$ cat config.mk
export PLATFORM = sky130hd
export DESIGN_NAME = axi4_burst_splitter
export DESIGN_NICKNAME = d
export VERILOG_FILES = /design/src/rtl/axi4_burst_splitter.sv
export SDC_FILE = /design/constraint.sdc
export NUM_CORES = 1
export LEC_CHECK = 0
export ABC_AREA = 1
export CORE_MARGIN = 4
export CORE_UTILIZATION = 47
export CTS_BUF_LIST = sky130_fd_sc_hd__clkbuf_4 sky130_fd_sc_hd__clkbuf_8
export DETAILED_ROUTE_END_ITERATION = 10
export MAX_ROUTING_LAYER = met4
export PLACE_DENSITY = 0.76
export SETUP_SLACK_MARGIN = 0.4
export SYNTH_ARGS = -nofsm -noshare
export SYNTH_HDL_FRONTEND = slang
export SYNTH_SLANG_ARGS = --single-unit
$ cat constraint.sdc
create_clock -name clk_i -period 12.18 [get_ports clk_i]
set_input_delay 3.654 -clock clk_i [delete_from_list [all_inputs] [get_ports clk_i]]
set_output_delay 3.654 -clock clk_i [all_outputs]
set_load 0.01 [all_outputs]
$ cat src/rtl/axi4_burst_splitter.sv
`default_nettype none
// ============================================================================
// Module   : axi4_burst_splitter
// Purpose  : Splits AXI4 INCR bursts at 4 KiB page boundaries; passes FIXED/WRAP
//            through; drops illegal requests with a one-cycle error pulse.
// Revision : 1.0 - initial release
// ============================================================================
module axi4_burst_splitter #(
    parameter int ADDR_WIDTH = 64,
    parameter int ID_WIDTH   = 4
) (
    input  logic                  clk_i,
    input  logic                  rst_i,
    input  logic                  in_valid_i,
    output logic                  in_ready_o,
    input  logic [ADDR_WIDTH-1:0] in_addr_i,
    input  logic [1:0]            in_burst_i,
    input  logic [7:0]            in_len_i,
    input  logic [2:0]            in_size_i,
    input  logic [ID_WIDTH-1:0]   in_id_i,
    output logic                  out_valid_o,
    input  logic                  out_ready_i,
    output logic [ADDR_WIDTH-1:0] out_addr_o,
    output logic [1:0]            out_burst_o,
    output logic [7:0]            out_len_o,
    output logic [2:0]            out_size_o,
    output logic [ID_WIDTH-1:0]   out_id_o,
    output logic                  out_first_o,
    output logic                  out_last_o,
    output logic                  err_o
);

    typedef enum logic [1:0] {
        S_IDLE  = 2'd0,
        S_ISSUE = 2'd1,
        S_ERR   = 2'd2
    } state_t;

    localparam logic [1:0] c_burst_incr = 2'd1;
    localparam logic [1:0] c_burst_wrap = 2'd2;
    localparam logic [1:0] c_burst_rsvd = 2'd3;

    state_t                r_state;
    state_t                w_next;
    logic [ADDR_WIDTH-1:0] r_cur;
    logic [1:0]            r_burst;
    logic [7:0]            r_len;
    logic [2:0]            r_size;
    logic [ID_WIDTH-1:0]   r_id;
    logic [8:0]            r_rem;
    logic                  r_first;

    logic                  w_accept;
    logic                  w_valid;
    logic [ADDR_WIDTH-1:0] w_align_mask;
    logic                  w_wrap_len_ok;
    logic                  w_illegal;
    logic [12:0]           w_size_mask;
    logic [12:0]           w_off;
    logic [12:0]           w_avail;
    logic [12:0]           w_rem13;
    logic                  w_rem_fits;
    logic [12:0]           w_n;
    logic                  w_incr;
    logic [7:0]            w_sub_len;
    logic                  w_sub_last;
    logic [ADDR_WIDTH-13:0] w_page_next;

    assign w_valid    = (r_state == S_ISSUE);
    assign in_ready_o = (r_state == S_IDLE) && !rst_i;
    assign w_accept   = in_valid_i && in_ready_o;

    // Request legality is judged on the raw inputs in the acceptance cycle
    assign w_align_mask  = (ADDR_WIDTH'(1) << in_size_i) - ADDR_WIDTH'(1);
    assign w_wrap_len_ok = (in_len_i == 8'd1) || (in_len_i == 8'd3) ||
                           (in_len_i == 8'd7) || (in_len_i == 8'd15);
    assign w_illegal     = (in_burst_i == c_burst_rsvd) ||
                           ((in_burst_i == c_burst_wrap) &&
                            (!w_wrap_len_ok || ((in_addr_i & w_align_mask) != '0)));

    // Beats left before the current 4 KiB page ends, counted from the aligned address
    assign w_size_mask = (13'd1 << r_size) - 13'd1;
    assign w_off       = {1'b0, r_cur[11:0]} & ~w_size_mask;
    assign w_avail     = (13'd4096 - w_off) >> r_size;
    assign w_rem13     = {4'd0, r_rem};
    assign w_rem_fits  = (w_rem13 <= w_avail);
    assign w_n         = w_rem_fits ? w_rem13 : w_avail;
    assign w_incr      = (r_burst == c_burst_incr);
    assign w_sub_len   = w_incr ? 8'(w_n - 13'd1) : r_len;
    assign w_sub_last  = w_incr ? w_rem_fits : 1'b1;
    assign w_page_next = r_cur[ADDR_WIDTH-1:12] + {{(ADDR_WIDTH-13){1'b0}}, 1'b1};

    always_ff @(posedge clk_i) begin
        if (rst_i) r_state <= S_IDLE;
        else       r_state <= w_next;
    end

    always_comb begin
        w_next = r_state;
        case (r_state)
            S_IDLE:  if (w_accept) w_next = w_illegal ? S_ERR : S_ISSUE;
            S_ISSUE: if (out_ready_i && w_sub_last) w_next = S_IDLE;
            S_ERR:   w_next = S_IDLE;
            default: w_next = S_IDLE;
        endcase
    end

    always_ff @(posedge clk_i) begin
        if (rst_i) begin
            r_cur   <= '0;
            r_burst <= 2'd0;
            r_len   <= 8'd0;
            r_size  <= 3'd0;
            r_id    <= '0;
            r_rem   <= 9'd0;
            r_first <= 1'b0;
        end else if (w_accept) begin
            r_cur   <= in_addr_i;
            r_burst <= in_burst_i;
            r_len   <= in_len_i;
            r_size  <= in_size_i;
            r_id    <= in_id_i;
            r_rem   <= {1'b0, in_len_i} + 9'd1;
            r_first <= 1'b1;
        end else if (w_valid && out_ready_i && !w_sub_last) begin
            r_cur   <= {w_page_next, 12'h000};
            r_rem   <= r_rem - w_n[8:0];
            r_first <= 1'b0;
        end
    end

    // Outputs are forced to zero whenever no sub-burst is being presented
    assign out_valid_o = w_valid;
    assign out_addr_o  = w_valid ? r_cur   : '0;
    assign out_burst_o = w_valid ? r_burst : 2'd0;
    assign out_len_o   = w_valid ? w_sub_len : 8'd0;
    assign out_size_o  = w_valid ? r_size  : 3'd0;
    assign out_id_o    = w_valid ? r_id    : '0;
    assign out_first_o = w_valid && r_first;
    assign out_last_o  = w_valid && w_sub_last;
    assign err_o       = (r_state == S_ERR);

endmodule
`default_nettype wire

==> results of run 1 <==
## cells by family (layout without fill, tap and decap cells)
family          after synthesis  count (layout)  share of synthesized area, %
simple gates                626             626                         36.52
compound gates              230             230                         17.75
buf+inv                     209             343                         11.04
flops                        93              93                         24.89
xor+xnor                     48              48                         5.621
fa+ha+maj                    25              25                         4.182
## layout make-up
class,count,area [um^2]
Clock buffer,9,123.9
Clock inverter,7,65.06
Sequential cell,93,1862
Inverter,153,574.3
Fill cell,1512,5958
Multi-Input combinational cell,929,4797
Timing Repair Buffer,174,1727
Tap cell,211,264.0
## final timing paths
check            start           end  cells after the start
max reg2reg  r_size[2]     r_cur[19]                     31
max          r_size[2]  out_len_o[4]                     34
min            r_id[3]       r_id[3]                      2
min reg2reg    r_id[3]       r_id[3]                      2
## power by group
part	internal [mW]	total, mW	switching [mW]
clock	0.0793	0.206	0.127
combinational	0.114	0.294	0.181
sequential	0.323	0.343	0.0206
## routing by layer
| metal | GRT usage [%] | up-vias |
|---|---|---|
| li1 | - | 4333 |
| met1 | 35.74 | 3980 |
| met2 | 45.06 | 351 |
| met3 | 2.851 | 46 |
| met4 | 8.880 | 0 |
| met5 | - | - |
## cell usage in the layout, fill, tap and decap left out, types with 6 or more instances in the layout
cell               n
a211oi_1          13
a21oi_1           75
a31oi_1           46
clkbuf_8           9
clkdlybuf4s50_1  169
dfxtp_1           93
ha_1              25
inv_1            142
inv_2             10
nand2_1          283
nand2_2            9
nand3_1           90
nand4_1           19
nor2_1           147
nor2_2             7
nor3_1            28
nor4_1            23
o21ai_0           65
o21ai_2            6
xor2_1            45
## registers in the layout (all words and copies together), names as in the netlist
signal   count
r_burst      2
r_cur       64
r_first      1
r_id         4
r_len        8
r_rem        9
r_size       3
r_state      2
## through the flow
stage	area, um^2	std cells
floorplan	7480	1231
global placement	9224	1560
detailed placement	9224	1560
CTS	9413	1576
global route	9413	1576
finish	9413	1576
## worst min-delay path: cells and delay by family, from the launching register on
family | cells | cell delay, ns
flops | 1 | 0.31
buf+inv | 1 | 0.06
compound gates | 1 | 0.06
==> results.tsv, run 1 <==
metric	value	unit
ant_nets	0	
htree_levels	3	
path_max_fanout	22	
nets	1470	
drive_above_1_share	4.689	%
pre_cts_slack	2.759	ns
arrival	6.32	ns
finalSetupViolations	0	
drtIter0Drc	913	
cts_resized	0	
maxUsedRoutingLayer	met4	
crit_family	simple AND/OR/NAND/NOR gates	
path_common_cell	nand2_1	
grt.total_usage	27.46	%
postCtsSetupBuffers	0	
synth_area_per_cell	6.076	um^2
place.gp.congestion	0.9890	
syn_nets	1341	
cp_slowest_stage_delay	0.82	ns
grt_overflow	0	
ys_seq_area_share	24.89	%
syn_inst	1231	
numCtsBuffers	9	
power.density	89.66	nW/um^2
dieArea	18000	um^2
layout_setup_ws	2.206	ns
rows	45	
wl_met1	10.83	mm
fmax	100.3	MHz
min_period	9.974	ns
total_power	843.9	uW
synth_ff_type	dfxtp_1	
tightestPinTransition	1.132	ns
fin_crit_sh	81.89	%
final_util	61.24	%
ff2ff_setup_slack	5.73	ns
syn_area	7480	um^2
crit_buf_inv	5	
hold_viol	0	
clock_skew	0.01684	ns
crit_type	flip-flop to output port	
synth.top_cell.area_share	24.89	%
slew_headroom	24.45	%
clockBufferDepth	2	
holdWs	0.4652	ns
yosysMostFrequentCell	nand2_1	
avgViaCountPerCell	5.527	
synth_common_cells	nand2_1 (285), nor2_1 (147), inv_1 (142)	
first_pass_iters	5	
ys_types	48	
core_area	15370	um^2
synth_warnings	0	
synth_area_leaders	dfxtp_1 (25%), nand2_1 (14%), nor2_1 (7.4%), inv_1 (7.1%), nand3_1 (6.0%)	
clk-insertion-delay-late	0.38	ns
ys_ff_latch	93	
fin_tns_setup	0	ns
wirelength	24.87	mm
cts_tree	done	
route.met3.wl	1.574	mm
ys_async_sr_fraction	0	%
io_buffers	170	
areaGrowthSynthToFinish	25.84	%
drc	0	
critical-path-slowest-cell	dfxtp_1	
die_w	134.2	um
hold_path_class	flip-flop to flip-flop	
clk_pin_slew_worst_paths	0.11	ns
wl_per_cell	15.78	um
start_kind	flip-flop	
status	completed	
antenna_found_initial	0	
clock_sinks	93	
crit_required	8.53	ns
power_leakage	3.631	nW
ir_worst_vdd	0.05147	mV
dp_hpwl	18.54	mm
die_h	134.2	um
io_pins	171	
root_buffer	clkbuf_8	
maxSlewViolCount	0	
max_cap_viol_count	0	
vias	8710	
num_antenna_cells	0	
met2_length	11.90	mm
initial_core_util	48.66	%
synth_top_cell_by_area	dfxtp_1	
grt_pass1_wl	39.74	mm
ctsHoldBuffers	0	
grt_pass1_vias	8037	
rsz0062_at_grt	false	
synth_edf_count	0	
grt_max_degree	78	
worstSetupEndpointType	output port	
(Power assumes the default switching activity.)
==> run 2: changes to the inputs <==
Clock period 12.18 ns to 9.9 ns, I/O delays scaled along.
==> run 2 against run 1 <==
Clock skew is 0.0064 ns lower; core utilization rose by 0.42 points; cell count about the same; power rose by 29%; register-to-register slack worse by 2.0 ns; combinational power is 24% higher; largest cell class unchanged; final area rose by 0.68%; sequential power is 23% higher; sequential share of layout area is 0.11 points lower; critical endpoint is now out_len_o[7]; via count decreased by 1.7%.
==> results.tsv, run 2 (same netlist as run 1, synthesis figures left out) <==
metric	value	unit	change
status	completed		
die_h	134.2	um	unchanged
critical-path-slowest-cell	dfxtp_1		
num_antenna_cells	0		unchanged
ant_nets	0		unchanged
largest_reg_flops	64		unchanged
path_common_cell	nand2_1		
ir_worst_vdd	0.05579	mV	+8.4%
maxSlewViolCount	0		unchanged
finalSetupViolations	0		unchanged
clk_pin_slew_worst_paths	0.09	ns	-0.02 ns
grt_overflow	0		unchanged
clock_skew	0.01046	ns	-0.006377 ns
place.gp.congestion	0.9174		-7.2%
min_period	8.863	ns	
clock_sinks	93		unchanged
postCtsSetupBuffers	0		unchanged
die_w	134.2	um	unchanged
seqPwrFrac	38.7	%	-2.0 points
rsz0062_at_grt	false		
nets	1471		+0.068%
grt_pass1_vias	7927		-1.4%
initial_core_util	48.66	%	unchanged
max_cap_viol_count	0		unchanged
dieArea	18000	um^2	unchanged
nFillCells	1512		unchanged
crit_buf_inv	3		-2
clkPwrFrac	27.8	%	+3.3 points
crit_start	r_size[1]		
drc	0		unchanged
ctsHoldBuffers	0		unchanged
met2_length	12.15	mm	+2.1%
p_switching	391.7	uW	+19%
wl_met1	11.26	mm	+4.0%
min-delay-start	r_id[3]		
layout_commonest_cell	nand2_1		
crit_family	simple AND/OR/NAND/NOR gates		
crit_type	flip-flop to output port		
io_buffers	170		unchanged
fin_tns_setup	0	ns	unchanged
p_int	699.4	uW	+36%
hold_path_class	flip-flop to flip-flop		
route.met3.wl	1.502	mm	-4.6%
first_pass_iters	5		unchanged
fin_crit_sh	89.53	%	
tightestPinTransition	1.178	ns	+0.04603 ns
power_leakage	3.670	nW	+1.1%
clk-insertion-delay-late	0.38	ns	about the same
grt_pass1_wl	40.52	mm	+1.9%
total_power	1.091	mW	+29%
wirelength	25.44	mm	+2.3%
numCtsBuffers	9		unchanged
start_kind	flip-flop		
avgViaCountPerCell	5.431		-1.7%
p_comb_share	33.5	%	-1.4 points
crit_required	6.93	ns	-1.60 ns
fmax	112.8	MHz	
clockBufferDepth	2		unchanged
switching_share	35.90	%	-3.0 points
wl_per_cell	16.13	um	+2.2%
crit_cells	34		unchanged
regMostFlops	r_cur		
vias	8565		-1.7%
hold_viol	0		unchanged
multi_input_area	4806	um^2	+0.18%
grt.total_usage	28.37	%	+0.90 points
slew_headroom	21.38	%	-3.1 points
regArea	1864	um^2	+0.13%
areaGrowthSynthToFinish	26.70	%	
maxUsedRoutingLayer	met4		
worstSetupEndpointType	output port		
whs_path_depth	2		unchanged
holdWs	0.4639	ns	-0.001216 ns
root_buffer	clkbuf_8		
core_area	15370	um^2	unchanged
largest_registers	r_cur x64, r_rem x9, r_len x8		
rows	45		unchanged
cp_slowest_stage_delay	0.76	ns	-0.06 ns
cts_tree	done		
arrival	5.89	ns	-0.43 ns
power.density	115.1	nW/um^2	+28%
reg2reg_from	r_size[1]		
grt_max_degree	78		unchanged
rr_worst_depth	31		unchanged
drtIter0Drc	717		-21%
htree_levels	3		unchanged
antenna_found_initial	0		unchanged
dp_hpwl	18.98	mm	+2.4%
layout_common_cells	nand2_1 (283), clkdlybuf4s50_1 (169), nor2_1 (147)		
path_max_fanout	17		-23%
drive_above_1_share	4.978	%	+0.29 points
io_pins	171		unchanged
run 2: power by group through the flow:
stage | combinational, mW | sequential, mW | clock [mW]
global placement | 0.359 | 0.430 | 0
finish | 0.365 | 0.422 | 0.304
global route | 0.412 | 0.425 | 0.325
floorplan | 0.255 | 0.419 | 0
detailed placement | 0.359 | 0.430 | 0
CTS | 0.360 | 0.421 | 0.306
run 2: metal layers:
| metal | GRT usage, % | up-vias |
|---|---|---|
| li1 | - | 4338 |
| met4 | 7.805 | 0 |
| met5 | - | - |
| met2 | 46.07 | 327 |
| met1 | 37.52 | 3862 |
| met3 | 3.488 | 38 |
run 2: worst paths after layout:
check | to | slack, ns
hold / removal | r_id[3] | 0.46
setup reg to reg | r_cur[19] | 3.77
setup / recovery | out_len_o[7] | 1.04
hold reg to reg | r_id[3] | 0.46
run 2: final cells by class:
| cell class | instances | share of cell area, % |
|---|---|---|
| Inverter | 153 | 6.060 |
| Multi-Input combinational cell | 929 | 50.71 |
| Clock inverter | 3 | 0.7130 |
| Sequential cell | 93 | 19.67 |
| Clock buffer | 13 | 1.756 |
| Timing Repair Buffer | 175 | 18.30 |
| Tap cell | 211 | 2.786 |
run 2: metrics by stage:
step                setup WS [ns]  instances  cell area [um^2]  util (%)
finish                      1.037       1577              9477     61.65
global route               0.4183       1577              9477     61.65
CTS                        0.7532       1577              9465     61.58
detailed placement          1.176       1561              9231     60.06
global placement            1.238       1561              9231     60.06
floorplan                   2.415       1231              7480         -
run 2: repair_timing:
item / CTS / global route
setup endpoints to repair: 0 / 7
endpoints found under the hold margin: 0 / 0
gates resized for setup: 0 / 4
run 2: worst reg2reg max path, delay by kind of cell (launching register included):
kind	cells	cell delay, ns
AOI/OAI and AO/OA	9	1.59
adders and majority gates	2	0.51
buffers and inverters	2	0.73
DFF	1	0.76
and+or+nand+nor	18	2.38
==> variant 1, RTL diff (settings of run 2) <==
Set the parameter `ADDR_WIDTH` to 128 (it was 64).
--- a/src/rtl/axi4_burst_splitter.sv
+++ b/src/rtl/axi4_burst_splitter.sv
@@ -8,3 +8,3 @@
 module axi4_burst_splitter #(
-    parameter int ADDR_WIDTH = 64,
+    parameter int ADDR_WIDTH = 128,
     parameter int ID_WIDTH   = 4
Ports: changed (resized in_addr_i and out_addr_o); port bits go from 171 to 299. No check against the original RTL was run, so the function may have changed too.
==> variant 1 against run 2 <==
  * Combinational power increased by 34%
  * Worst hold slack worse by 3.3 ps
  * Total power up 56%
  * Wire length grew 100%
  * Sequential cell count increased by 64
  * Area after synthesis increased by 71%
  * Cell area grew 71%
  * First-iteration DRC count increased by 140%
  * Setup slack improved by 23 ps
  * Critical endpoint is now out_len_o[5]
==> variant 1: results <==
[yosys]
netlist_top_cells_count = nand2_1 (422), nor2_1 (331), inv_1 (305)
synthTopCellsByArea = dfxtp_1 (25%), nand2_1 (12%), nor2_1 (9.7%)
async_flop_share_pct = 0
syn_area_per_cell_um2 = 6.01
ys_warn_count = 0
synth_cell_type_count = 49
ys_seq_area_share_pct = 24.6
syn-num-nets = 2297

[layout]
drive_above_1_share_pct = 4.27
antenna_cells = 0
top_regs = r_cur x128, r_rem x9, r_len x8
finalNetCount = 2529
fillers = 2578

[worst_setup_path]
crit_path_top_delay_cell = clkdlybuf4s50_1
path_max_fanout = 21
cp.arrival_ps = 5870
slowest_delay_ps = 550
rr_worst_depth = 31
r2r_end = r_cur[36]$_SDFFE_PP0P_
r2r_setup_slack_ps = 3310
rr_startpoint = r_size[0]$_SDFFE_PP0P_

[timing]
max_slew_margin_pct = 27.1
fin_skew_ps = 17.6

[power_and_ir_drop]
ir_drop_v = 0.0000612
power.leakage_nw = 5.69

[route]
wl_mm = 51.9
drt_iter0_markers = 1698
drt_pass1_iterations = 6
via_per_inst = 5.68
wl_per_cell_um = 19.2

[cts]
cts_buffers = 17
cts_root_buffer = clkbuf_8
h-tree-depth = 4
clock_latency_ps = 490
cts_buffer_depth = 2

[placement]
gp_congestion = 0.995
io_buffers = 298
dp_hpwl_mm = 39.3
dp.cells = 2677

[global_route]
grt_max_degree = 86
grt_overflow = 0
grt_usage_pct = 33.9
first_global_vias = 14500
antenna_found_initial = 0
grt_first_pass_wirelength_mm = 80.0

[worst_hold_path]
hold_path_depth = 2
min_path_type = flip-flop to flip-flop
hold-path-endpoint = r_id[2]$_SDFFE_PP0P_
min-delay-start = r_id[2]$_SDFFE_PP0P_

[status]
outcome = finished, final reports clean
variant 1: final cells by class:
type,instances,area (um2),share of cell area [%]
multi-input combinational,1555,7970,49.2
clock buffer,21,277,1.71
sequential,157,3150,19.5
tap,341,427,2.64
inverter,316,1190,7.37
timing repair buffer,308,3050,18.9
clock inverter,11,111,0.689
variant 1: worst min-delay path: cells and delay by family, from the launching register on:
| kind | cells | cell delay [ps] |
|---|---|---|
| AOI/OAI and AO/OA | 1 | 50 |
| DFF | 1 | 310 |
| buffers and inverters | 1 | 60 |
variant 1: worst max-delay path by stage:
stage                        end                    from  cells after the start  slack, ps
detailed placement  out_len_o[5]  r_size[0]$_SDFFE_PP0P_                     33       1120
global route        out_len_o[6]  r_size[0]$_SDFFE_PP0P_                     35        420
global placement    out_len_o[5]  r_size[0]$_SDFFE_PP0P_                     33       1220
CTS                 out_len_o[5]  r_size[0]$_SDFFE_PP0P_                     33        560
floorplan           out_len_o[6]  r_size[0]$_SDFFE_PP0P_                     36       2340
finish              out_len_o[5]  r_size[0]$_SDFFE_PP0P_                     33       1060
variant 1: routing by layer:
layer,GRT usage (%),up-vias,share of wire [%],routed length [um]
met1,45.2,7128,44,23000
met5,-,-,0,0
met4,9.54,0,2.6,1370
met2,54.0,722,45,23500
li1,-,7446,-,-
met3,4.92,85,7.9,4100
variant 1: cells by family (layout without fill, tap and decap cells):
logic type	after synthesis	after routing	synth area share, %
flops	157	157	24.6
simple gates	1094	1094	37.1
compound gates	344	344	16.4
fa+ha+maj	25	25	2.45
xor+xnor	92	92	6.31
buf+inv	411	656	13.1
variant 1: timing repair:
| item | in CTS | in global routing |
|---|---|---|
| hold buffers | 0 | 0 |
| endpoints found under the setup margin | 0 | 8 |
| gates resized for setup | 0 | 6 |
| setup buffers | 0 | 0 |
variant 1: stage by stage:
step	hold WS (ps)	utilization [%]	setup WS, ps	instance area, um2
2_1_floorplan	430	-	2340	12800
3_3_place_gp	440	58.9	1220	15800
3_5_place_dp	447	58.9	1120	15800
4_1_cts	459	60.3	559	16200
5_1_grt	474	60.3	417	16200
6_report	461	60.3	1060	16200
variant 1: where the power goes:
group	leakage, nW	switching [mW]	internal [mW]
sequential	1.29	0.0360	0.670
combinational	4.21	0.302	0.187
clock	0.182	0.284	0.220
total	5.69	0.621	1.08
==> variant 2, RTL diff (settings of run 2) <==
Without the edit above. Reset style: asynchronous (`rst_i`), changed in 2 clocked blocks.
--- a/src/rtl/axi4_burst_splitter.sv
+++ b/src/rtl/axi4_burst_splitter.sv
@@ -92,3 +92,3 @@
 
-    always_ff @(posedge clk_i) begin
+    always_ff @(posedge clk_i or posedge rst_i) begin
         if (rst_i) r_state <= S_IDLE;
@@ -107,3 +107,3 @@
 
-    always_ff @(posedge clk_i) begin
+    always_ff @(posedge clk_i or posedge rst_i) begin
         if (rst_i) begin
Function: differs if rst_i is asserted again (counterexample within 4 cycles, from zero or initial values and one cycle with rst_i high); with rst_i held inactive, the same outputs for 4 cycles.
==> variant 2 against run 2 <==
  * Register-to-register slack lost 200 ps
  * Cell area grew 1.7%
  * Synthesized cell count shrank 3.7%
  * Global-route usage shrank 0.42 points
  * Setup slack gained 23 ps
  * Worst hold slack gained 31 ps
  * Highest routed layer unchanged
  * Wire length shrank 2.2%
  * Sequential cell count is the same
  * Area after synthesis grew 2.7%
  * Fmax grew 0.27%
  * Via count shrank 2.1%
Power is not compared: it rests on default switching activity, and its combinational part moved more than twofold at a synthesized area within 25%.
==> variant 2: results <==
[placement]
dp_hpwl_mm = 18.9
io_buffers = 170
gp_congestion = 0.915

[worst_setup_path]
cpLargestDelayFamily = simple AND/OR/NAND/NOR gates
path_max_fanout = 23
cp.arrival_ps = 5870
r2r_end = r_cur[16]$_DFFE_PP0P_
rr_startpoint = r_size[2]$_DFFE_PP0P_
r2r_setup_slack_ps = 3570
crit_path_top_delay_cell = dfrtp_2
slowest_delay_ps = 570
rr_worst_depth = 32

[yosys]
netlist_top_cells_count = nand2_1 (256), inv_1 (169), nor2_1 (162)
synth_cell_type_count = 50
syn-num-nets = 1296
synth_adder_area_share_pct = 4.07
ys_seq_area_share_pct = 30.3
synth_compound_area_share_pct = 16.3
synth_xor_area_share_pct = 3.99
synthTopCellsByArea = dfrtp_1 (30%), nand2_1 (13%), inv_1 (8.3%)
async_flop_share_pct = 100
synthMuxAreaShare_pct = 0.147

[worst_hold_path]
min-delay-start = r_len[1]$_DFFE_PP0P_
hold-path-endpoint = r_len[1]$_DFFE_PP0P_
hold_path_depth = 2

[cts]
cts_buffers = 9
clk_pin_slew_worst_paths_ps = 90
cts_buffer_depth = 2
cts_root_buffer = clkbuf_8
h-tree-depth = 3

[timing]
whs_ps = 495
fin_skew_ps = 16.0
max_slew_margin_pct = 37.0

[route]
via_per_inst = 5.43
wl_mm = 24.9
drt_iter0_markers = 572
drt_pass1_iterations = 7

[power_and_ir_drop]
netSwitchingFraction_pct = 49.8
pg_clk_mw = 0.224

[global_route]
antenna_found_initial = 1
grt_usage_pct = 27.9
grt_first_pass_wirelength_mm = 40.1
first_global_vias = 8051

[layout]
drive_above_1_share_pct = 5.20
finalNetCount = 1436
fillers = 1577

[status]
outcome = finished, final reports clean
variant 2: layout make-up:
class                      count  area (um2)  share of cell area (%)
multi-input combinational    866        4470                    46.4
tap                          216         270                    2.80
inverter                     180         677                    7.02
clock buffer                   9         124                    1.29
timing repair buffer         176        1750                    18.1
antenna                        1        2.50                  0.0260
clock inverter                 3        17.5                   0.182
sequential                    93        2330                    24.2
variant 2: stage by stage:
| step | area (um2) | total power [mW] | std cells | setup WS (ps) |
|---|---|---|---|---|
| after floorplan | 7680 | 1.54 | 1186 | 2370 |
| after global placement | 9480 | 1.86 | 1531 | 1410 |
| after detailed placement | 9480 | 1.87 | 1531 | 1250 |
| after CTS | 9630 | 2.10 | 1543 | 833 |
| after global routing | 9640 | 2.32 | 1544 | 479 |
| final | 9640 | 2.11 | 1544 | 1060 |
variant 2: how the worst max path moves through the flow:
stage	startpoint	to	slack, ps	cells after the start
6_report	r_size[2]$_DFFE_PP0P_	out_len_o[5]	1060	31
4_1_cts	r_size[2]$_DFFE_PP0P_	out_len_o[5]	830	30
2_1_floorplan	r_size[0]$_DFFE_PP0P_	out_len_o[4]	2370	36
3_5_place_dp	r_size[2]$_DFFE_PP0P_	out_len_o[5]	1250	30
3_3_place_gp	r_size[2]$_DFFE_PP0P_	out_len_o[4]	1410	32
5_1_grt	r_size[2]$_DFFE_PP0P_	out_len_o[5]	480	31
variant 2: routing by layer:
layer	part of all wire, %	GRT usage [%]	vias to the layer above
met2	48	45.5	290
li1	-	-	4141
met3	5.2	3.89	51
met4	2.5	9.18	0
met1	44	36.1	3901
met5	0	-	-
variant 2: timing repair:
item / in CTS / in global routing
endpoints found under the setup margin: 0 / 6
hold buffers: 0 / 0
resized for setup: 0 / 4
